$ cat src/rtl/psr_access_controller.sv
// Arbitrates and sequences every write into the processor status register:
// ALU condition codes, explicit writes, trap entry and trap return.
module psr_access_controller #(
   parameter int              NIRQ       = 4,
   parameter int              AW         = 32,
   parameter logic [AW-1:0]   VEC_BASE   = 'h0000_0800,
   parameter int              VEC_STRIDE = 16
) (
   input  logic            clk,
   input  logic            reset,
   input  logic            cc_req,
   input  logic [3:0]      cc_flags,
   output logic            cc_ack,
   input  logic            wr_req,
   input  logic [4:0]      wr_data,
   output logic            wr_ack,
   input  logic            rett_req,
   output logic            rett_err,
   input  logic [NIRQ-1:0] irq_req,
   input  logic [4:0]      psr_status,
   output logic            psr_rw,
   output logic [3:0]      psr_flags,
   output logic            psr_disp,
   output logic            et,
   output logic [4:0]      saved_psr,
   output logic            stall,
   output logic            vec_valid,
   output logic [AW-1:0]   trap_vec,
   input  logic            vec_ack
);

   localparam int IW = (NIRQ > 1) ? $clog2(NIRQ) : 1;

   localparam logic [1:0] S_IDLE   = 2'd0;
   localparam logic [1:0] S_WR2    = 2'd1;
   localparam logic [1:0] S_SAVE   = 2'd2;
   localparam logic [1:0] S_VECTOR = 2'd3;

   logic [1:0]    state_q, state_d;
   logic          et_q, et_d;
   logic [4:0]    saved_q, saved_d;
   logic [IW-1:0] idx_q, idx_d;
   logic          rw_q, rw_d;
   logic [3:0]    flags_q, flags_d;
   logic          disp_q, disp_d;
   logic          cc_ack_q, cc_ack_d;
   logic          wr_ack_q, wr_ack_d;
   logic          rett_err_q, rett_err_d;
   logic          wr2_ack_q, wr2_ack_d;
   logic [IW-1:0] irq_idx;

   // Lowest set index wins: scanning downward lets lower indices overwrite.
   always_comb begin
      irq_idx = '0;
      for (int i = NIRQ - 1; i >= 0; i--) begin
         if (irq_req[i]) irq_idx = IW'(i);
      end
   end

   always_comb begin
      // NOTE: every next-state signal gets a default first so no latch is inferred.
      state_d    = state_q;
      et_d       = et_q;
      saved_d    = saved_q;
      idx_d      = idx_q;
      rw_d       = 1'b0;
      flags_d    = flags_q;
      disp_d     = 1'b0;
      cc_ack_d   = 1'b0;
      wr_ack_d   = 1'b0;
      rett_err_d = 1'b0;
      wr2_ack_d  = wr2_ack_q;

      case (state_q)
         S_IDLE: begin
            if (et_q && (|irq_req)) begin
               idx_d   = irq_idx;
               state_d = S_SAVE;
            end else if (rett_req) begin
               if (et_q) begin
                  rett_err_d = 1'b1;
               end else begin
                  rw_d    = 1'b1;
                  flags_d = saved_q[3:0];
                  et_d    = 1'b1;
                  if (saved_q[4]) begin
                     state_d   = S_WR2;
                     wr2_ack_d = 1'b0;
                  end
               end
            end else if (wr_req) begin
               rw_d    = 1'b1;
               flags_d = wr_data[3:0];
               if (wr_data[4]) begin
                  state_d   = S_WR2;
                  wr2_ack_d = 1'b1;
               end else begin
                  wr_ack_d = 1'b1;
               end
            end else if (cc_req) begin
               rw_d     = 1'b1;
               flags_d  = cc_flags;
               cc_ack_d = 1'b1;
            end
         end
         // Second strobe only sets the displacement bit; flags are don't-care.
         S_WR2: begin
            rw_d     = 1'b1;
            disp_d   = 1'b1;
            wr_ack_d = wr2_ack_q;
            state_d  = S_IDLE;
         end
         S_SAVE: begin
            saved_d = psr_status;
            et_d    = 1'b0;
            state_d = S_VECTOR;
         end
         S_VECTOR: begin
            if (vec_ack) state_d = S_IDLE;
         end
         default: state_d = S_IDLE;
      endcase
   end

   // NOTE: sequential state uses non-blocking assignments so all registers update together.
   always_ff @(posedge clk) begin
      if (reset) begin
         state_q    <= S_IDLE;
         et_q       <= 1'b1;
         saved_q    <= '0;
         idx_q      <= '0;
         rw_q       <= 1'b0;
         flags_q    <= '0;
         disp_q     <= 1'b0;
         cc_ack_q   <= 1'b0;
         wr_ack_q   <= 1'b0;
         rett_err_q <= 1'b0;
         wr2_ack_q  <= 1'b0;
      end else begin
         state_q    <= state_d;
         et_q       <= et_d;
         saved_q    <= saved_d;
         idx_q      <= idx_d;
         rw_q       <= rw_d;
         flags_q    <= flags_d;
         disp_q     <= disp_d;
         cc_ack_q   <= cc_ack_d;
         wr_ack_q   <= wr_ack_d;
         rett_err_q <= rett_err_d;
         wr2_ack_q  <= wr2_ack_d;
      end
   end

   assign psr_rw    = rw_q;
   assign psr_flags = flags_q;
   assign psr_disp  = disp_q;
   assign et        = et_q;
   assign saved_psr = saved_q;
   assign cc_ack    = cc_ack_q;
   assign wr_ack    = wr_ack_q;
   assign rett_err  = rett_err_q;
   assign stall     = (state_q != S_IDLE);
   assign vec_valid = (state_q == S_VECTOR);
   assign trap_vec  = vec_valid ? (VEC_BASE + AW'(idx_q) * AW'(VEC_STRIDE)) : '0;

endmodule
$ cat config.mk
export PLATFORM = sky130hd
export DESIGN_NAME = psr_access_controller
export DESIGN_NICKNAME = d
export VERILOG_FILES = /design/src/rtl/psr_access_controller.sv
export SDC_FILE = /design/constraint.sdc
export NUM_CORES = 1
export LEC_CHECK = 0
export BUFFER_PORTS_ARGS = -buffer_cell sky130_fd_sc_hd__buf_2
export CORE_UTILIZATION = 45
export DETAILED_ROUTE_END_ITERATION = 12
export PLACE_DENSITY = 0.83
export SLEW_MARGIN = 5
export SYNTH_ARGS = -nofsm -noshare
export SYNTH_HDL_FRONTEND = slang
export SYNTH_SLANG_ARGS = --single-unit
$ cat constraint.sdc
create_clock -name clk -period 3.3 [get_ports clk]
set_clock_uncertainty 0.2 [all_clocks]
set_input_delay 0.33 -clock clk [delete_from_list [all_inputs] [get_ports clk]]
set_output_delay 0.33 -clock clk [all_outputs]
set_load 0.02 [all_outputs]
After elaboration in Yosys (flattened, before gate mapping)
Cells that the tools add are included.
- flip-flop bits (word level): 20
- bits of input ports: 24
- logic and storage cells: 80
- output and inout bits: 49
- add/sub/neg operators: 1
- bitwise operators: 3
- mux-type cells: 38
- reductions and logical operators: 15
- equal/unequal tests: 12
- operators with widths (operator ; number):
    two-way mux 2 bit ; 11
    two-way mux 1 bit ; 18
    two-way mux 4 bit ; 4
    != test 4 bit, second input constant ; 4
    adder 12 x 6 -> 13 bit, first input constant ; 1
    two-way mux 13 bit ; 1
    one-hot mux 2 bit (4 select lines) ; 1
    nonzero test 2 bit ; 4
    OR reduction 4 bit ; 2
    != test 2 bit, second input constant ; 3
    one-hot mux 1 bit (2 select lines) ; 3
    AND reduction 6 bit ; 1
    AND reduction 5 bit ; 1
    OR reduction 5 bit ; 1
    equality test 2 bit, second input constant ; 2
    != test 2 x 1 -> 1 bit, second input constant ; 2
    AND reduction 4 bit ; 1
    NOT 1 bit ; 3
    AND reduction 3 bit ; 1
    nonzero test 3 bit ; 1
    equality test 2 x 1 -> 1 bit, second input constant ; 1
    zero test 2 bit ; 1
    AND reduction 2 bit ; 1
    logical AND 1 bit ; 1

Logic depth before layout (Yosys ltp)
Gate-level depths: netlist of the first run.
- word-level depth: 5
- depth in mapped cells: 4

Worst setup path before layout of the first run
Ideal clock, no wire load.
- path type: reg-to-output
- start: reg state_q[0]
- end: out trap_vec[11]
- cell stages (with the launch flop): 4
- buffers on the path: 2
- path slack: 1.618 ns
- arrival time: 1.152 ns
- data required time: 2.770 ns
- cells stage by stage: dfxtp_1 clkbuf_1 and2_1 buf_4
- cells in the longest elaborated chain, start to end: 2
- RTL lines (element ; RTL line ; RTL):
    start, declared ; 39 ; logic [1:0] state_q, state_d;
    start signal, assigned ; 140 ; state_q <= state_d;
    equality test 2 bit ; 163 ; assign vec_valid = (state_q == S_VECTOR);
    net vec_valid ; 27 ; output logic vec_valid,
    two-way mux 13 bit ; 164 ; assign trap_vec = vec_valid ? (VEC_BASE + AW'(idx_q) * AW'(VEC_STRIDE)) : '0;
    end, declared ; 28 ; output logic [AW-1:0] trap_vec,
The timed path passes the listed nets, and every way through them passes these cells.

Worst setup path in the final report of the first run
- start: reg state_q[0]
- end: out stall
- cells in the longest elaborated chain, start to end: 1
- RTL lines (element ; RTL line ; RTL):
    nonzero test 2 bit ; 162 ; assign stall = (state_q != S_IDLE);
    end, declared ; 26 ; output logic stall,
No other way between the ends.

==> flow_summary.toml, run 1 <==
[status]
status = "complete, no violations"

[timing]
period_share_pct = 60.7
final_max_slew_viol_count = 0
finalSetupViolCount = 0
worst_pin_slew_ps = 598
finalHoldViolCount = 0
maxSlewHeadroom_pct = 60.1
finalCriticalPeriod_ps = 2000
fmax_ghz = 0.499
fin_tns_setup_ps = 0
rsz0062_at_grt = "no"

[global_routing]
grt_use_total_pct = 16.0
grt_pass1_vias = 775
grt_max_degree = 16
grt_antenna_before_repair = 0
overflow = 0
grt_pass1_wl_um = 3280

[floorplanning]
design.core.area_um2 = 2500
start_util_pct = 47.8
num_io_pins = 73
die_w_um = 53.5
num_rows = 18
dieArea_um2 = 2870
die_h_um = 53.5

[route]
drtIter0Drc = 24
wl_per_cell_um = 11.3
first_pass_iters = 4
drc = 0
wl_um = 2290
viasPerCell = 4.87
ant_nets = 0
vias = 988

[cells_and_area]
nFillCells = 259
multi_input_area_um2 = 637
drive_above_1_share_pct = 31.2
regArea_um2 = 400
layout_commonest_cell = "buf_2"
antenna_cells = 0
area_delta_synth_final_pct = 13.3
layout_common_cells = "buf_2, conb_1, dfxtp_1, nor2_1, nand2_1"
nets = 198

[flow_run]
maxCapViolations = 0

[yosys]
synth_cell_types = 32
ys_ff_latch = 20
yosys_warnings = 0
syn_inst = 135
syn_avg_cell_area_um2 = 8.85
synth_area_um2 = 1190
synth_seq_area_share_pct = 33.5

[setup_path]
cp.arrival_ps = 1470
end_kind = "primary output"
ff2ff_setup_slack_ps = 1490
path_max_fanout = 15
critPathKind = "flop to primary output"
setup.worst_path.start_class = "flop"
required_ps = 2770

[clock_network]
clockBufferDepth = 2
hold_buffers = 0
root_buffer = "clkbuf_4"
cts_tree = "done"
ctsResizeCount = 0
h-tree-depth = 1
cts_sinks = 20
insertion_delay_ps = 310
cts_setup_buffers = 0
cts.clk_slew.worst_paths_ps = 120
cts_buffers = 3

[placed_design]
portBuffers = 43
post-dp-hpwl_um = 1780
globalplace.congestion = 0.785

[power]
ir_drop_v = 0.000299
p_leak_nw = 0.687
power.density_nw_per_um2 = 458
power_mw = 0.620

[worst_hold_path]
hold_class = "primary input to flop"
-- per-stage QoR --
step                util [%]  area (um2)  hold slack, ps  cells  worst slack [ps]
CTS                     54.2        1350            51.4    203              1330
global placement        52.1        1300             248    199              1550
global route            54.2        1350            55.8    203              1240
floorplan                  -        1300             209    163              1620
finish                  54.2        1350            61.2    203              1300
detailed placement      52.1        1300             258    199              1510
-- cells by family after synthesis --
| family | count (synthesis) | synth area share (%) |
|---|---|---|
| and+or+nand+nor | 42 | 18.0 |
| muxes | 13 | 11.3 |
| buffers and inverters | 40 | 22.0 |
| other | 1 | 0.314 |
| AOI/OAI and AO/OA | 19 | 14.9 |
| DFF | 20 | 33.5 |
-- power by group --
part,internal [mW],switching [mW]
Clock,0.123,0.0758
Sequential,0.257,0.0193
Combinational,0.0497,0.0955
-- area by class of cell --
class	count	area share, %
multi-input combinational	103	47.0
sequential	20	29.6
timing repair buffer	43	15.9
tap	30	2.77
clock inverter	1	2.22
clock buffer	3	1.66
inverter	3	0.832
-- synthesized netlist by cell type (all sizes together) --
cell type	instances	area [um2]
buf	30	225
dfxtp	20	400
nand2	10	37.5
nor2	10	37.5
mux2i	9	90.1
clkbuf	7	26.3
nor3	6	30.0
a21oi	4	20.0
mux2	4	45.0
nand2b	4	25.0
o211ai	4	30.0
inv	3	11.3
and3	2	12.5
nand3b	2	15.0
nor2b	2	12.5
o21ai	2	10.0
a2111oi	1	27.5
a211o	1	8.76
a22oi	1	7.51
a31oi	1	6.26
and2	1	6.26
conb	1	3.75
nand3	1	5.00
nand4	1	12.5
nor4	1	6.26
nor4b	1	8.76
o2111ai	1	8.76
o221a	1	11.3
o311ai	1	8.76
o41a	1	11.3
o41ai	1	27.5
or3	1	6.26
-- metal layers --
layer | vias up | share of wire (%) | GRT usage (%)
met1 | 451 | 41 | 17.5
met4 | 0 | 1.2 | 7.89
met3 | 2 | 8.9 | 5.65
met2 | 55 | 49 | 27.3
li1 | 480 | - | -
met5 | - | 0 | 0
-- sequential cells by signal, summed over array words and instances, names as in the netlist, 2 cells and up --
register,cells
idx_q,2
psr_flags,4
saved_psr,5
state_q,2
-- path summary, 6_finish.rpt --
| kind | startpoint | to | depth (start not counted) |
|---|---|---|---|
| worst max-delay path | state_q[0] | stall | 3 |
| worst min register to register | psr_flags[1] | psr_flags[1] | 2 |
| worst max register to register | state_q[1] | saved_psr[2] | 3 |
| worst min-delay path | cc_req | cc_ack | 3 |
-- critical path, stage by stage (launching register included) --
cell and delay, ps:
dfxtp_1 690, nor2_1 210, inv_1 120, buf_2 170
Power figures use the tool's default switching activity.
==> inputs of run 2 (changes only) <==
Settings changed: CORE_UTILIZATION 45 to 42, PLACE_DENSITY 0.83 to 0.78.
Clock period 3.3 ns to 1.9 ns, I/O delays scaled along.
==> flow_summary.toml, run 2 (same netlist as run 1, synthesis figures left out) <==
[timing]
fmax_ghz = 0.560
setup_slack_ps = 115
finalSetupViolCount = 0
finalHoldViolCount = 0
final.hold.worst_slack_ps = 28.1
finalCriticalPeriod_ps = 1780
rsz0062_at_grt = "no"
fin_tns_setup_ps = 0
period_share_pct = 93.9
final_max_slew_viol_count = 0

[cells_and_area]
area_delta_synth_final_pct = 20.2
antenna_cells = 0
stdcell_count = 213
layout_commonest_cell = "buf_2"
design_area_um2 = 1440
largest_reg_flops = 5
nets = 208
drive_above_1_share_pct = 30.6
final_core_util_pct = 55.5
layout_common_cells = "buf_2, conb_1, dfxtp_1, nor2_1, nand2_1"

[global_routing]
grt_use_total_pct = 16.1
grt_pass1_wl_um = 3920
overflow = 0
grt_max_degree = 16
grt_pass1_vias = 904
grt_antenna_before_repair = 0

[setup_path]
r2r-start = "state_q[1]"
critPathKind = "flop to primary output"
cp.arrival_ps = 1390
required_ps = 1510
critPathLaunch = "state_q[1]"
setup.worst_path.start_class = "flop"
end_kind = "primary output"
path_max_fanout = 13

[route]
route.met3.wl_um = 134
ant_nets = 0
vias = 1039
first_pass_iters = 4
wl_um = 2510
drc = 0
wl_met2_um = 1300
drtIter0Drc = 33
wl_per_cell_um = 11.8
top_layer = "met4"
viasPerCell = 4.88
m1WireLength_um = 1020

[floorplanning]
design.core.area_um2 = 2590
num_io_pins = 73
dieArea_um2 = 3060
start_util_pct = 46.1
die_h_um = 55.3
die_w_um = 55.3
num_rows = 18

[clock_network]
cts_buffers = 3
cts_tree = "done"
cts_setup_buffers = 0
insertion_delay_ps = 300
h-tree-depth = 1
root_buffer = "clkbuf_4"
cts_sinks = 20
clockBufferDepth = 2
cts.clk_slew.worst_paths_ps = 110

[placed_design]
globalplace.congestion = 0.797
placed_cell_area_um2 = 1310
portBuffers = 43
dpl.cell_count = 200
post-dp-hpwl_um = 1880
dp_slack_ps = 330

[power]
p_leak_nw = 0.726
power_mw = 0.997
p_int_mw = 0.664
p_switching_mw = 0.333
pwr-share-seq_pct = 48.0
pwr-share-clk_pct = 24.7
combPwrFrac_pct = 27.2
ir_drop_v = 0.000375
power.density_nw_per_um2 = 694
swShare_pct = 33.4

[flow_run]
maxCapViolations = 0

[status]
status = "complete, no violations"

[worst_hold_path]
min_from = "reset"
hold_class = "primary input to flop"
-- run 2: changes by cell type in the layout (fill, tap and decap cells not counted) --
cell / before / now
dfxtp_2: 0 / 1
clkbuf_8: 0 / 1
bufinv_16: 1 / 0
dlygate4sd3_1: 0 / 9
buf_4: 0 / 1
dfxtp_1: 20 / 19
-- run 2: worst max-delay path: stages (launching register included) --
cell and delay, ps:
dfxtp_1 620, nor2_1 200, inv_1 110, buf_2 160
-- run 2: power by group through the flow --
stage,combinational [mW],clock (mW),sequential (mW)
after floorplan,0.220,0,0.495
final,0.272,0.246,0.479
after CTS,0.270,0.254,0.478
after detailed placement,0.257,0,0.487
after global routing,0.296,0.266,0.483
after global placement,0.251,0,0.486
-- run 2: final timing paths --
check                       to  slack, ps  cells after the start
setup / recovery         stall        120                      3
hold / removal    saved_psr[2]         30                      2
setup reg to reg  saved_psr[3]        320                      4
hold reg to reg   psr_flags[3]        270                      2
-- run 2: area by class of cell --
type,count,area (um2)
Clock buffer,4,36.3
Fill cell,249,1150
Inverter,3,11.3
Multi-Input combinational cell,103,637
Sequential cell,20,402
Tap cell,30,37.5
Timing Repair Buffer,53,313
-- run 2: routing by layer --
layer  track usage [%]  up-vias
li1                  -      506
met5                 0        -
met2              28.4       44
met4              9.29        0
met1              18.0      484
met3              2.81        5
-- run 2: repair_timing --
item	CTS	global route
gates resized for setup	0	1
endpoints found under the setup margin	0	1
hold buffers	9	0
endpoints found under the hold margin	9	0
==> inputs of run 3 (changes only) <==
Settings changed: CAP_MARGIN set to 25, CORE_ASPECT_RATIO set to 0.7, CORE_UTILIZATION 42 to 45, PLACE_DENSITY 0.78 to 0.83.
Clock period 1.9 ns to 2.2 ns, I/O delays scaled along.
==> flow_summary.toml, run 3 (same netlist as run 1, synthesis figures left out) <==
[power]
p_int_mw = 0.627
power.density_nw_per_um2 = 647
ir_drop_v = 0.000460
pwr-share-clk_pct = 29.9
combPwrFrac_pct = 25.8
swShare_pct = 31.6
pwr-share-seq_pct = 44.3
p_switching_mw = 0.290
p_leak_nw = 0.714
power_mw = 0.918

[floorplanning]
num_io_pins = 73
design.core.area_um2 = 2500
num_rows = 15
dieArea_um2 = 2870
die_h_um = 45.1
die_w_um = 63.6
start_util_pct = 47.9

[route]
ant_nets = 0
drtIter0Drc = 43
drc = 0
wl_um = 2310
first_pass_iters = 4
viasPerCell = 4.72
vias = 1005
wl_per_cell_um = 10.9

[clock_network]
cts.clk_slew.worst_paths_ps = 70
clockBufferDepth = 2
cts_buffers = 3
root_buffer = "clkbuf_8"
cts_tree = "done"
insertion_delay_ps = 260
cts_sinks = 20
h-tree-depth = 1

[setup_path]
required_ps = 1780
crit_buf_inv = 2
critPathMaxStageDelay_ps = 650
cp.arrival_ps = 1400
path_max_fanout = 15
critPathTopFamily = "flip-flops"
end_kind = "primary output"
path_cells = "nor2_1 > inv_1 > buf_2"
slowest_stage = "dfxtp_1"
critPathKind = "flop to primary output"
setup.worst_path.start_class = "flop"

[timing]
rsz0062_at_grt = "no"
fin_tns_setup_ps = 0
period_share_pct = 82.5
final.hold.worst_slack_ps = 36.7
finalHoldViolCount = 0
finalSetupViolCount = 0
final_max_slew_viol_count = 0
maxSlewHeadroom_pct = 61.3
finalCriticalPeriod_ps = 1820
fmax_ghz = 0.551
worst_pin_slew_ps = 579

[global_routing]
grt_max_degree = 16
grt_antenna_before_repair = 0
grt_use_total_pct = 16.5
grt_pass1_wl_um = 3450
grt_pass1_vias = 717
overflow = 0

[cells_and_area]
largest_reg_flops = 5
area_delta_synth_final_pct = 18.7
layout_common_cells = "buf_2, conb_1, dfxtp_1, nor2_1, nand2_1"
multi_input_area_um2 = 637
antenna_cells = 0
nets = 204
nFillCells = 255
stdcell_count = 213
layout_commonest_cell = "buf_2"
drive_above_1_share_pct = 30.7
regArea_um2 = 400

[placed_design]
globalplace.congestion = 0.819
dpl.cell_count = 204
post-dp-hpwl_um = 1770
portBuffers = 43

[status]
status = "complete, no violations"

[worst_hold_path]
hold_class = "primary input to flop"

[flow_run]
maxCapViolations = 0
## run 3: cell count changes in the layout (fill, tap and decap cells not counted)
cell	previous run	this run
clkbuf_4	3	0
dlygate4sd3_1	9	5
dfxtp_2	1	0
dfxtp_1	19	20
clkbuf_8	1	4
## run 3: power groups by stage
stage          Clock [mW]  Sequential [mW]  Combinational (mW)
2_1_floorplan           0            0.428               0.190
3_3_place_gp            0            0.414               0.226
3_5_place_dp            0            0.414               0.228
4_1_cts             0.285            0.406               0.236
5_1_grt             0.300            0.409               0.258
6_report            0.275            0.406               0.237
## run 3: worst paths after layout
| path | startpoint | to | slack, ps | depth (start not counted) |
|---|---|---|---|---|
| worst min-delay path | psr_status[1] | saved_psr[1] | 40 | 3 |
| worst max-delay path | state_q[0] | stall | 380 | 3 |
| worst min register to register | psr_flags[0] | psr_flags[0] | 260 | 2 |
| worst max register to register | state_q[0] | saved_psr[1] | 550 | 3 |
## run 3: timing repair
action | 4_1_cts | 5_1_grt
hold buffers | 5 | 0
setup buffers | 0 | 0
endpoints found under the hold margin | 5 | 0
resized for setup | 0 | 0
## run 3: metal layers
metal	vias up	global-route usage [%]	routed length, um
met1	458	22.2	1100
li1	498	-	-
met2	45	23.2	1000
met4	0	5.45	21
met3	4	7.83	185
met5	-	0	0
## run 3: worst min-delay path: stages
cell     delay [ps]
buf_2            90
mux2i_1          70
nor2_1           80
## run 3: layout make-up
cell class	instances	share of cell area (%)
Multi-Input combinational cell	103	44.9
Sequential cell	20	28.2
Timing Repair Buffer	49	19.2
Clock buffer	4	3.88
Tap cell	34	3.00
Inverter	3	0.794
## run 3: metrics by stage
stage          instance area, um2  setup slack, ps  util (%)
3_5_place_dp                 1310              564      52.6
2_1_floorplan                1300              628         -
5_1_grt                      1420              291      56.8
3_3_place_gp                 1310              606      52.6
6_report                     1420              385      56.8
4_1_cts                      1420              388      56.8
